<file path="config.mk">
export PLATFORM = sky130hd
export DESIGN_NAME = bscan_shift_port_flat
export DESIGN_NICKNAME = d
export VERILOG_FILES = /design/src/rtl/bscan_shift_port_if.sv /design/src/rtl/bscan_shift_port.sv /design/src/flat_wrapper.sv
export SDC_FILE = /design/constraint.sdc
export NUM_CORES = 1
export LEC_CHECK = 0
export ABC_AREA = 1
export ABC_CLOCK_PERIOD_IN_PS = 3800
export CAP_MARGIN = 10
export CORE_MARGIN = 2
export CORE_UTILIZATION = 50
export CTS_CLUSTER_SIZE = 24
export DETAILED_ROUTE_END_ITERATION = 16
export PLACE_DENSITY = 0.77
export SETUP_SLACK_MARGIN = 0.4
export SLEW_MARGIN = 20
export SYNTH_ARGS = -nofsm -noshare
export SYNTH_HDL_FRONTEND = slang
export SYNTH_SLANG_ARGS = --single-unit
</file>
<file path="constraint.sdc">
create_clock -name CLK -period 3.8 [get_ports CLK]
set_clock_uncertainty 0.1 [all_clocks]
set_input_delay 0.76 -clock CLK [delete_from_list [all_inputs] [get_ports CLK]]
set_output_delay 0.76 -clock CLK [all_outputs]
set_load 0.05 [all_outputs]
</file>
<file path="src/rtl/bscan_shift_port_if.sv">
// rtl/bscan_shift_port_if.sv - word pipe pair between the scan port and the host test block
interface bscan_shift_port_if #(
    parameter int WIDTH = 32
);
    logic             to_enq__ENA;
    logic [WIDTH-1:0] to_enq_v;
    logic             to_enq__RDY;
    logic             from_enq__ENA;
    logic [WIDTH-1:0] from_enq_v;
    logic             from_enq__RDY;

    modport master (
        output to_enq__ENA, to_enq_v, from_enq__RDY,
        input  to_enq__RDY, from_enq__ENA, from_enq_v
    );

    modport slave (
        input  to_enq__ENA, to_enq_v, from_enq__RDY,
        output to_enq__RDY, from_enq__ENA, from_enq_v
    );
endinterface

</file>
<file path="src/rtl/bscan_shift_port.sv">
// rtl/bscan_shift_port.sv - BSCAN user-chain data register sampled in the CLK domain
module bscan_shift_port #(
    parameter int WIDTH       = 32,
    parameter int SYNC_STAGES = 2
) (
    input  logic                  CLK,
    input  logic                  nRST,
    input  logic                  jtag_tck,
    input  logic                  jtag_tdi,
    input  logic                  jtag_sel,
    input  logic                  jtag_capture,
    input  logic                  jtag_shift,
    input  logic                  jtag_update,
    output logic                  jtag_tdo,
    bscan_shift_port_if.slave     pipe,
    output logic [7:0]            overflow_count,
    output logic [7:0]            rx_count
);
    logic [SYNC_STAGES-1:0] tck_q, tdi_q, sel_q, cap_q, sh_q, upd_q;
    logic                   tck_d, upd_d;
    logic [WIDTH:0]         sr;
    logic [WIDTH-1:0]       tx_data, rx_data;
    logic                   tx_full, rx_full;

    logic tck_s, tdi_s, sel_s, cap_s, sh_s, upd_s;
    logic tck_rise, upd_rise;
    logic do_capture, do_shift, do_update;
    logic accept, pop;

    always_ff @(posedge CLK) begin
        if (!nRST) begin
            tck_q <= '0;
            tdi_q <= '0;
            sel_q <= '0;
            cap_q <= '0;
            sh_q  <= '0;
            upd_q <= '0;
            tck_d <= 1'b0;
            upd_d <= 1'b0;
        end else begin
            tck_q <= {tck_q[SYNC_STAGES-2:0], jtag_tck};
            tdi_q <= {tdi_q[SYNC_STAGES-2:0], jtag_tdi};
            sel_q <= {sel_q[SYNC_STAGES-2:0], jtag_sel};
            cap_q <= {cap_q[SYNC_STAGES-2:0], jtag_capture};
            sh_q  <= {sh_q[SYNC_STAGES-2:0], jtag_shift};
            upd_q <= {upd_q[SYNC_STAGES-2:0], jtag_update};
            tck_d <= tck_s;
            upd_d <= upd_s;
        end
    end

    assign tck_s = tck_q[SYNC_STAGES-1];
    assign tdi_s = tdi_q[SYNC_STAGES-1];
    assign sel_s = sel_q[SYNC_STAGES-1];
    assign cap_s = cap_q[SYNC_STAGES-1];
    assign sh_s  = sh_q[SYNC_STAGES-1];
    assign upd_s = upd_q[SYNC_STAGES-1];

    // Edges are tracked even while deselected so reselecting never sees a stale edge.
    assign tck_rise   = tck_s & ~tck_d;
    assign upd_rise   = upd_s & ~upd_d;
    assign do_capture = tck_rise & sel_s & cap_s;
    assign do_shift   = tck_rise & sel_s & sh_s & ~cap_s;
    assign do_update  = upd_rise & sel_s & sr[0];

    assign accept = pipe.to_enq__ENA & ~tx_full;
    assign pop    = rx_full & pipe.from_enq__RDY;

    assign pipe.to_enq__RDY   = ~tx_full;
    assign pipe.from_enq__ENA = rx_full;
    assign pipe.from_enq_v    = rx_data;

    always_ff @(posedge CLK) begin
        if (!nRST) begin
            sr       <= '0;
            jtag_tdo <= 1'b0;
        end else begin
            if (do_capture)
                sr <= {tx_data, tx_full};
            else if (do_shift)
                sr <= {tdi_s, sr[WIDTH:1]};
            jtag_tdo <= sr[0];
        end
    end

    // A word accepted in the capture cycle is not captured; it waits for the next scan.
    always_ff @(posedge CLK) begin
        if (!nRST) begin
            tx_data <= '0;
            tx_full <= 1'b0;
        end else if (accept) begin
            tx_data <= pipe.to_enq_v;
            tx_full <= 1'b1;
        end else if (do_capture) begin
            tx_full <= 1'b0;
        end
    end

    always_ff @(posedge CLK) begin
        if (!nRST) begin
            rx_data        <= '0;
            rx_full        <= 1'b0;
            rx_count       <= '0;
            overflow_count <= '0;
        end else begin
            if (pop)
                rx_count <= rx_count + 8'd1;
            if (do_update && (!rx_full || pop)) begin
                rx_data <= sr[WIDTH:1];
                rx_full <= 1'b1;
            end else if (do_update) begin
                if (overflow_count != 8'hFF)
                    overflow_count <= overflow_count + 8'd1;
            end else if (pop) begin
                rx_full <= 1'b0;
            end
        end
    end
endmodule

</file>
<file path="src/flat_wrapper.sv">
// flat-port wrapper written by rule: the top's interface ports become plain ports
module bscan_shift_port_flat 
#(
    parameter int WIDTH       = 32,
    parameter int SYNC_STAGES = 2
)
  (CLK, nRST, jtag_tck, jtag_tdi, jtag_sel, jtag_capture, jtag_shift, jtag_update, jtag_tdo, overflow_count, rx_count, pipe_to_enq__ENA, pipe_to_enq_v, pipe_from_enq__RDY, pipe_to_enq__RDY, pipe_from_enq__ENA, pipe_from_enq_v);
  bscan_shift_port_if #(.WIDTH(WIDTH)) pipe_i ();
  input  logic CLK;
  input  logic nRST;
  input  logic jtag_tck;
  input  logic jtag_tdi;
  input  logic jtag_sel;
  input  logic jtag_capture;
  input  logic jtag_shift;
  input  logic jtag_update;
  output logic jtag_tdo;
  output logic [7:0] overflow_count;
  output logic [7:0] rx_count;
  input wire logic [$bits(pipe_i.to_enq__ENA)-1:0] pipe_to_enq__ENA;
  input wire logic [$bits(pipe_i.to_enq_v)-1:0] pipe_to_enq_v;
  input wire logic [$bits(pipe_i.from_enq__RDY)-1:0] pipe_from_enq__RDY;
  output wire logic [$bits(pipe_i.to_enq__RDY)-1:0] pipe_to_enq__RDY;
  output wire logic [$bits(pipe_i.from_enq__ENA)-1:0] pipe_from_enq__ENA;
  output wire logic [$bits(pipe_i.from_enq_v)-1:0] pipe_from_enq_v;
  assign pipe_i.to_enq__ENA = pipe_to_enq__ENA;
  assign pipe_i.to_enq_v = pipe_to_enq_v;
  assign pipe_i.from_enq__RDY = pipe_from_enq__RDY;
  assign pipe_to_enq__RDY = pipe_i.to_enq__RDY;
  assign pipe_from_enq__ENA = pipe_i.from_enq__ENA;
  assign pipe_from_enq_v = pipe_i.from_enq_v;
  bscan_shift_port #(.WIDTH(WIDTH), .SYNC_STAGES(SYNC_STAGES)) u_core (.CLK(CLK), .nRST(nRST), .jtag_tck(jtag_tck), .jtag_tdi(jtag_tdi), .jtag_sel(jtag_sel), .jtag_capture(jtag_capture), .jtag_shift(jtag_shift), .jtag_update(jtag_update), .jtag_tdo(jtag_tdo), .pipe(pipe_i), .overflow_count(overflow_count), .rx_count(rx_count));
endmodule
</file>
==> results.toml, run 1 <==
[cts]
cts_buffers = 17
cts_htree_levels = 4
cts_tree = "built"
cts_root_buf = "clkbuf_8"
insertion_delay_ns = 0.51
ctsHoldBuffers = 0
numClockSinks = 130
path_clk_slew_ns = 0.06
clock_tree.buffer_depth = 2
post_cts_buffers = 0
ctsResizeCount = 0

[sta]
setup_viol = 0
final-max-slew-violation-count = 0
fin_ws_ns = 1.134
hold_violations = 0
fin_setup_tns_ns = 0
rsz0062_at_grt = "no"
slew_headroom_pct = 32.51
max_freq_ghz = 0.3751
worst_pin_slew_ns = 1.011
fin_crit_sh_pct = 70.15
period_minus_slack_ns = 2.666

[pwr]
leakagePower_nw = 2.492
vdd_drop_max_uv = 305.7
totalPowerFinal_mw = 3.305
power_density_nw_per_um2 = 508.2

[place]
dp.final_hpwl_um = 7474
globalplace.congestion = 0.8370
dp_cells = 818
portBuffers = 92
dp_slack_ns = 0.9839

[cells_and_area]
drive_gt1_share_pct = 7.531
layout_common_cells = "dfxtp_1, nand2_1, clkdlybuf4s50_1, nor2_1, a21oi_1"
nFillCells = 781
layout.cells.most_common = "dfxtp_1"
multi_input_area_um2 = 1978
diodes = 0
synthToLayoutAreaGrowth_pct = 31.01
finalNetCount = 748
final_cells = 850
seq_area_um2 = 2603

[worst_setup_path]
cp_top_family = "buffers and inverters"
crit_path_end_kind = "output pin"
critPathMaxFanout = 6
path_class = "register to output pin"
crit_path_top_delay_cell = "clkdlybuf4s50_1"
cp_cell_sequence = "clkdlybuf4s50_1"
worst_r2r_startpoint = "u_core.cap_q[1]"
cp_num_buf_inv = 1
max_stage_delay_ns = 0.85
crit_path_start = "u_core.overflow_count[4]"
required_ns = 2.94
crit_arrival_ns = 1.81
cp-start-kind = "register"

[drt]
vias = 4531
first_iter_violations = 316
ant_nets = 0
drc = 0
viasPerCell = 5.331
avgRoutedWirePerCell_um = 14.06
wirelength_um = 11950
first_pass_iters = 6

[die]
die_w_um = 103.6
pin_count = 93
core_um2 = 9684
fp.dieH_um = 103.6
initial_core_util_pct = 51.25
dieArea_um2 = 10740
num_rows = 36

[global_routing]
grt_pass1_vias = 4378
track_usage_pct = 22.77
grt_pass1_wl_um = 20220
overflow = 0
grt_max_degree = 67
antenna_found_initial = 0

[logic_synthesis]
ys_top_cells_by_area = "dfxtp_1, a21oi_1, nand2_1"
synth.largest_area_cell = "dfxtp_1"
synth_cell_type_count = 29
ys_seq_area_share_pct = 52.43
syn_nets = 674
syn-cell-area_um2 = 4964
ys_ff_latch = 130
synth_cells = 630
synth_top_area_share_pct = 52.43
synth.avg_cell_area_um2 = 7.879
yosysWarnings = 0

[status]
run_status = "completed"

[job]
maxCapViolations = 0

[min_path]
worstHoldStart = "u_core.upd_q[0]"
hold_class = "register to register"
==> flip-flops by register name, summed over array words and instances, names as in the netlist, 2 cells and up <==
name and count:
u_core.sh_q 2, u_core.sel_q 2, u_core.tx_data 32, u_core.rx_count 8, u_core.overflow_count 8, u_core.pipe.from_enq_v 32, u_core.tdi_q 2, u_core.upd_q 2
u_core.cap_q 2, u_core.sr 33, u_core.tck_q 2
==> metrics by stage <==
step	instance area [µm²]	utilization (%)	hold slack [ns]
floorplan	4964	-	0.2905
detailed placement	5862	60.53	0.3030
global route	6502	67.14	0.3427
global placement	5847	60.37	0.3045
finish	6502	67.14	0.3133
CTS	6502	67.14	0.3153
==> cell usage after synthesis <==
cell	count
dfxtp_1	130
nand2_1	102
nor2_1	82
a21oi_1	77
o21ai_0	55
nand3_1	35
inv_1	33
o22ai_1	32
buf_2	18
clkbuf_1	15
o21ai_1	15
inv_2	8
buf_6	5
buf_4	3
ha_1	2
nand3b_1	2
nand4_1	2
nor3_2	2
xor2_1	2
buf_1	1
nand2_2	1
nand3_2	1
nand3_4	1
nor2_2	1
nor2_4	1
nor3_1	1
nor3_4	1
o21bai_1	1
or2_2	1
==> logic make-up (layout without fill, tap and decap cells) <==
kind of cell | Yosys count | in the layout | share of synthesized area (%)
DFF | 130 | 130 | 52.43
and+or+nand+nor | 233 | 233 | 19.99
buffers and inverters | 83 | 170 | 7.713
adders and majority gates | 2 | 2 | 0.5041
xor gates and xnor gates | 2 | 2 | 0.3530
AOI/OAI and AO/OA | 180 | 180 | 19.01
==> worst register-to-register path: cells and delay by family (launching register included) <==
| kind | cells | cell delay [ns] |
|---|---|---|
| buf+inv | 2 | 0.52 |
| compound gates | 2 | 0.26 |
| simple gates | 1 | 0.71 |
| flops | 1 | 0.37 |
==> worst paths after layout <==
path                        to  slack, ns  depth (start not counted)
max          overflow_count[4]       1.13                          1
min            u_core.upd_q[1]       0.31                          2
max reg2reg      u_core.sr[11]       1.76                          5
min reg2reg    u_core.upd_q[1]       0.31                          2
==> layer usage <==
layer,part of all wire [%],global-route usage (%)
met4,0.90,8.205
met5,0,0
met3,6.4,5.098
met1,43,28.27
met2,50,38.93
==> area by class of cell <==
type / instances / share of cell area (%)
clock inverter: 13 / 3.213
timing repair buffer: 97 / 14.78
multi-input combinational: 417 / 30.42
sequential: 130 / 40.02
clock buffer: 19 / 6.638
inverter: 41 / 2.367
tap: 133 / 2.559
==> power breakdown <==
| group | internal (mW) | leakage [nW] | switching, mW |
|---|---|---|---|
| Sequential | 1.40 | 1.06 | 0.0205 |
| Clock | 1.15 | 0.304 | 0.590 |
| Combinational | 0.0650 | 1.13 | 0.0791 |
Power figures use the tool's default switching activity.
==> run 2: changes to the inputs <==
Settings changed: ABC_CLOCK_PERIOD_IN_PS 3800 to 2800.
Clock period 3.8 ns to 2.8 ns, I/O delays scaled along.
==> run 2 against run 1 <==
Compared with the run above: clock power up 37%; worst setup slack got worse by 0.70 ns; final cell count rose by 0.71%; cell area increased by 0.83%; critical path type unchanged; critical path depth up 1.
==> results.toml, run 2 (synthesized netlist as in run 1, its figures left out) <==
[sta]
setup_viol = 0
final-max-slew-violation-count = 0
fin_crit_sh_pct = 84.33
max_freq_ghz = 0.4235
period_minus_slack_ns = 2.361
fin_ws_ns = 0.4388
hold_violations = 0
rsz0062_at_grt = "no"
fin_setup_tns_ns = 0
worst_pin_slew_ns = 0.9511
slew_headroom_pct = 36.59

[worst_setup_path]
crit_arrival_ns = 1.70
critPathMaxFanout = 3
crit_path_end_kind = "output pin"
crit_path_start = "u_core.tx_full"
r2r-end = "u_core.sr[10]"
r2r_slack_ns = 0.90
cp-start-kind = "register"
path_class = "register to output pin"
reg2reg_depth = 6
required_ns = 2.14
worst_r2r_startpoint = "u_core.sel_q[1]"

[pwr]
leakagePower_nw = 2.693
switching_share_pct = 20.91
pwr-share-clk_pct = 52.9
p_int_mw = 3.579
p_sw_uw = 946.5
seqPwrFrac_pct = 42.7
vdd_drop_max_uv = 407.5
power_density_nw_per_um2 = 690.3
pwr-share-comb_pct = 4.4

[min_path]
hold_path_depth = 2
worstHoldStart = "u_core.cap_q[0]"
hold_class = "register to register"
holdPathEnd = "u_core.cap_q[1]"

[cells_and_area]
finalNetCount = 754
layout_common_cells = "dfxtp_1, nand2_1, nor2_1, a21oi_1, clkdlybuf4s50_1"
synthToLayoutAreaGrowth_pct = 32.09
diodes = 0
nFillCells = 789
regMostFlops = "u_core.sr"
layout.cells.most_common = "dfxtp_1"
drive_gt1_share_pct = 8.299
largest_reg_flops = 33

[die]
dieArea_um2 = 10740
num_rows = 36
die_w_um = 103.6
fp.dieH_um = 103.6
initial_core_util_pct = 51.25
pin_count = 93
core_um2 = 9684

[cts]
insertion_delay_ns = 0.51
numClockSinks = 130
ctsHoldBuffers = 0
cts_htree_levels = 4
path_clk_slew_ns = 0.06
cts_buffers = 17
clock_tree.buffer_depth = 2
cts_root_buf = "clkbuf_8"
cts_tree = "built"

[job]
maxCapViolations = 0

[drt]
drc = 0
viasPerCell = 5.377
vias = 4603
ant_nets = 0
wirelength_um = 12350
first_pass_iters = 5
avgRoutedWirePerCell_um = 14.43
first_iter_violations = 169

[global_routing]
grt_max_degree = 67
antenna_found_initial = 0
grt_pass1_vias = 4389
track_usage_pct = 23.01
overflow = 0
grt_pass1_wl_um = 20370

[place]
dp_slack_ns = 0.6324
portBuffers = 92
dp.final_hpwl_um = 7724
globalplace.congestion = 0.8046

[status]
run_status = "completed"
-- run 2: cell types whose count changed in the layout (fill, tap and decap cells not counted), sizes merged --
cell           delta
inv               +1
buf               +6
clkdlybuf4s50    -15
clkbuf            +1
dlymetal6s2s      +7
clkinv            -2
dlygate4sd2       +8
-- run 2: worst max-delay path by stage --
| stage | end | slack [ns] | cells after the start |
|---|---|---|---|
| floorplan | u_core.overflow_count[0] | 1.01 | 8 |
| global placement | u_core.overflow_count[1] | 0.69 | 9 |
| detailed placement | u_core.overflow_count[5] | 0.63 | 9 |
| CTS | rx_count[0] | 0.40 | 1 |
| global route | rx_count[7] | 0.40 | 1 |
| finish | pipe_to_enq__RDY | 0.44 | 2 |
-- run 2: cell type report --
class | count | area, µm² | area share (%)
clock buffer | 20 | 445.4 | 6.794
timing repair buffer | 103 | 1006 | 15.34
clock inverter | 12 | 203.9 | 3.111
sequential | 130 | 2603 | 39.69
inverter | 41 | 153.9 | 2.347
tap | 133 | 166.4 | 2.538
multi-input combinational | 417 | 1978 | 30.17
-- run 2: per-layer routing --
layer | global-route usage (%) | wire (µm) | part of all wire (%)
met5 | 0 | 0 | 0
met4 | 8.012 | 185 | 1.5
met3 | 4.972 | 652 | 5.3
met2 | 40.02 | 6168 | 50
met1 | 28.23 | 5346 | 43
-- run 2: critical path: stages (launching register included) --
cell and delay [ns]:
dfxtp_1 0.32, inv_2 0.08, clkdlybuf4s50_1 0.80
-- run 2: per-stage QoR --
stage                     hold slack [ns]  instance area (µm²)  power, mW  cells  util, %
after detailed placement           0.3048                 5899      2.166    824    60.92
after floorplan                    0.2905                 4964      2.073    630        -
after global routing               0.3246                 6556      4.657    856    67.70
after CTS                          0.3136                 6539      4.533    856    67.52
final                              0.3116                 6556      4.526    856    67.70
after global placement             0.3006                 5899      2.160    824    60.92
-- run 2: what timing repair did --
action	in CTS	in global routing
setup endpoints to repair	8	7
hold endpoints to repair	0	0
resized for setup	8	7
setup buffers	0	0
-- run 2: power groups by stage --
stage / clock (mW) / sequential, mW / combinational [mW]
2_1_floorplan: 0 / 1.96 / 0.112
3_3_place_gp: 0 / 1.97 / 0.191
3_5_place_dp: 0 / 1.97 / 0.197
4_1_cts: 2.40 / 1.93 / 0.200
5_1_grt: 2.50 / 1.94 / 0.221
6_report: 2.39 / 1.93 / 0.200
==> run 3: changes to the inputs <==
Settings changed: ABC_CLOCK_PERIOD_IN_PS 2800 to 2450.
Clock period 2.8 ns to 2.45 ns, I/O delays scaled along.
==> run 3 against run 2 <==
Compared with the run above: worst setup slack got worse by 0.0043 ns; sequential cell count did not move; sequential share of layout area rose by 1.2 points; cell area fell by 3.0%; total power rose by 1.4%; combinational power rose by 13%; first-iteration DRC count rose by 100%; routed wire length fell by 2.9%; critical endpoint is now pipe_from_enq_v[12]; count of clock-buffer cells in the layout rose by 1; worst hold slack got worse by 0.0039 ns; via count fell by 0.70%; largest cell class unchanged; non-clock buffer count did not move.
==> results.toml, run 3 (synthesized netlist as in run 1, its figures left out) <==
[status]
run_status = "completed"

[cells_and_area]
layout.cells.most_common = "dfxtp_1"
regMostFlops = "u_core.sr"
diodes = 0
drive_gt1_share_pct = 9.820
synthToLayoutAreaGrowth_pct = 28.18
finalNetCount = 754
layout_common_cells = "dfxtp_1, nand2_1, nor2_1, a21oi_1, o21ai_0"
largest_reg_flops = 33

[sta]
period_minus_slack_ns = 2.016
holdWs_ns = 0.3078
rsz0062_at_grt = "no"
fin_crit_sh_pct = 82.27
hold_violations = 0
slew_headroom_pct = 50.71
fin_setup_tns_ns = 0
setup_viol = 0
final-max-slew-violation-count = 0
worst_pin_slew_ns = 0.7382
max_freq_ghz = 0.4961

[global_routing]
grt_pass1_vias = 4305
antenna_found_initial = 0
overflow = 0
grt_max_degree = 67
grt_pass1_wl_um = 19920
track_usage_pct = 22.70

[pwr]
leakagePower_nw = 2.648
pwr-share-clk_pct = 47.0
vdd_drop_max_uv = 442.3
pwr-share-comb_pct = 4.9
seqPwrFrac_pct = 48.1
p_int_mw = 3.556
p_sw_mw = 1.033
power_density_nw_per_um2 = 721.2
switching_share_pct = 22.50

[die]
pin_count = 93
fp.dieH_um = 103.6
dieArea_um2 = 10740
die_w_um = 103.6
initial_core_util_pct = 51.25
core_um2 = 9684
num_rows = 36

[worst_setup_path]
max_stage_delay_ns = 0.53
required_ns = 1.86
crit_path_end_kind = "output pin"
cp_num_buf_inv = 1
reg2reg_depth = 5
worst_r2r_startpoint = "u_core.sel_q[1]"
path_class = "register to output pin"
cp_num_cells = 1
cp_cell_sequence = "clkdlybuf4s15_1"
cp_top_family = "buffers and inverters"
critPathMaxFanout = 2
r2r_slack_ns = 0.69
crit_path_top_delay_cell = "clkdlybuf4s15_1"
cp-start-kind = "register"
r2r-end = "u_core.pipe.from_enq_v[0]"
crit_arrival_ns = 1.43

[min_path]
worstHoldStart = "u_core.sel_q[0]"
hold_class = "register to register"
hold_path_depth = 2
holdPathEnd = "u_core.sel_q[1]"

[drt]
first_pass_iters = 5
drc = 0
ant_nets = 0
vias = 4571
viasPerCell = 5.340
wirelength_um = 11990
first_iter_violations = 341
avgRoutedWirePerCell_um = 14.01

[cts]
numClockSinks = 130
cts_root_buf = "clkbuf_8"
insertion_delay_ns = 0.51
cts_buffers = 17
path_clk_slew_ns = 0.06
cts_htree_levels = 4
cts_tree = "built"
clock_tree.buffer_depth = 2

[place]
globalplace.congestion = 0.8101
dp.final_hpwl_um = 7727
portBuffers = 92

[job]
maxCapViolations = 0
## run 3: changes by cell type in the layout (fill, tap and decap cells not counted), sizes merged
cell | previous run | this run
clkinv | 3 | 9
clkdlybuf4s15 | 0 | 13
bufinv | 5 | 0
dlygate4sd2 | 8 | 32
clkinvlp | 3 | 2
clkdlybuf4s50 | 76 | 40
clkbuf | 20 | 27
inv | 42 | 41
dlymetal6s2s | 7 | 0
## run 3: per-stage QoR
step	instances	util, %	setup slack [ns]	power (mW)	area, µm²
2_1_floorplan	630	-	0.6556	2.369	4964
3_3_place_gp	824	61.05	0.4269	2.468	5912
3_5_place_dp	824	61.05	0.3822	2.475	5912
4_1_cts	856	65.87	0.3250	4.612	6379
5_1_grt	856	65.70	0.4001	4.745	6362
6_report	856	65.70	0.4345	4.589	6362
## run 3: how the worst max path moves through the flow
stage	startpoint	end
2_1_floorplan	u_core.overflow_count[0]	u_core.overflow_count[0]
3_3_place_gp	pipe_from_enq__RDY	u_core.overflow_count[6]
3_5_place_dp	pipe_from_enq__RDY	u_core.pipe.from_enq_v[8]
4_1_cts	u_core.overflow_count[3]	overflow_count[3]
5_1_grt	u_core.rx_count[1]	rx_count[1]
6_report	u_core.pipe.from_enq_v[12]	pipe_from_enq_v[12]
## run 3: power by group through the flow
stage | Clock, mW | Combinational (mW) | Sequential, mW
2_1_floorplan | 0 | 0.128 | 2.24
3_3_place_gp | 0 | 0.220 | 2.25
3_5_place_dp | 0 | 0.226 | 2.25
4_1_cts | 2.18 | 0.227 | 2.20
5_1_grt | 2.28 | 0.253 | 2.21
6_report | 2.16 | 0.226 | 2.21
## run 3: area by class of cell
| class | count | area, µm² |
|---|---|---|
| inverters | 41 | 153.9 |
| repair buffers | 103 | 948.4 |
| clock buffers | 21 | 449.2 |
| clock inverters | 11 | 63.81 |
| fillers | 825 | 3322 |
| multi-input cells | 417 | 1978 |
| flip-flops and latches | 130 | 2603 |
| well taps | 133 | 166.4 |
## run 3: what timing repair did
action,4_1_cts,5_1_grt
hold buffers,0,0
setup buffers,0,0
endpoints found under the setup margin,51,13
gates resized for setup,65,17
## run 3: layer usage
metal	wire, µm	part of all wire, %	up-vias	GRT usage, %
met3	785	6.5	8	5.538
met5	0	0	-	0
met4	91	0.76	0	7.722
met1	5248	44	2127	28.37
met2	5867	49	169	38.46
li1	-	-	2267	-
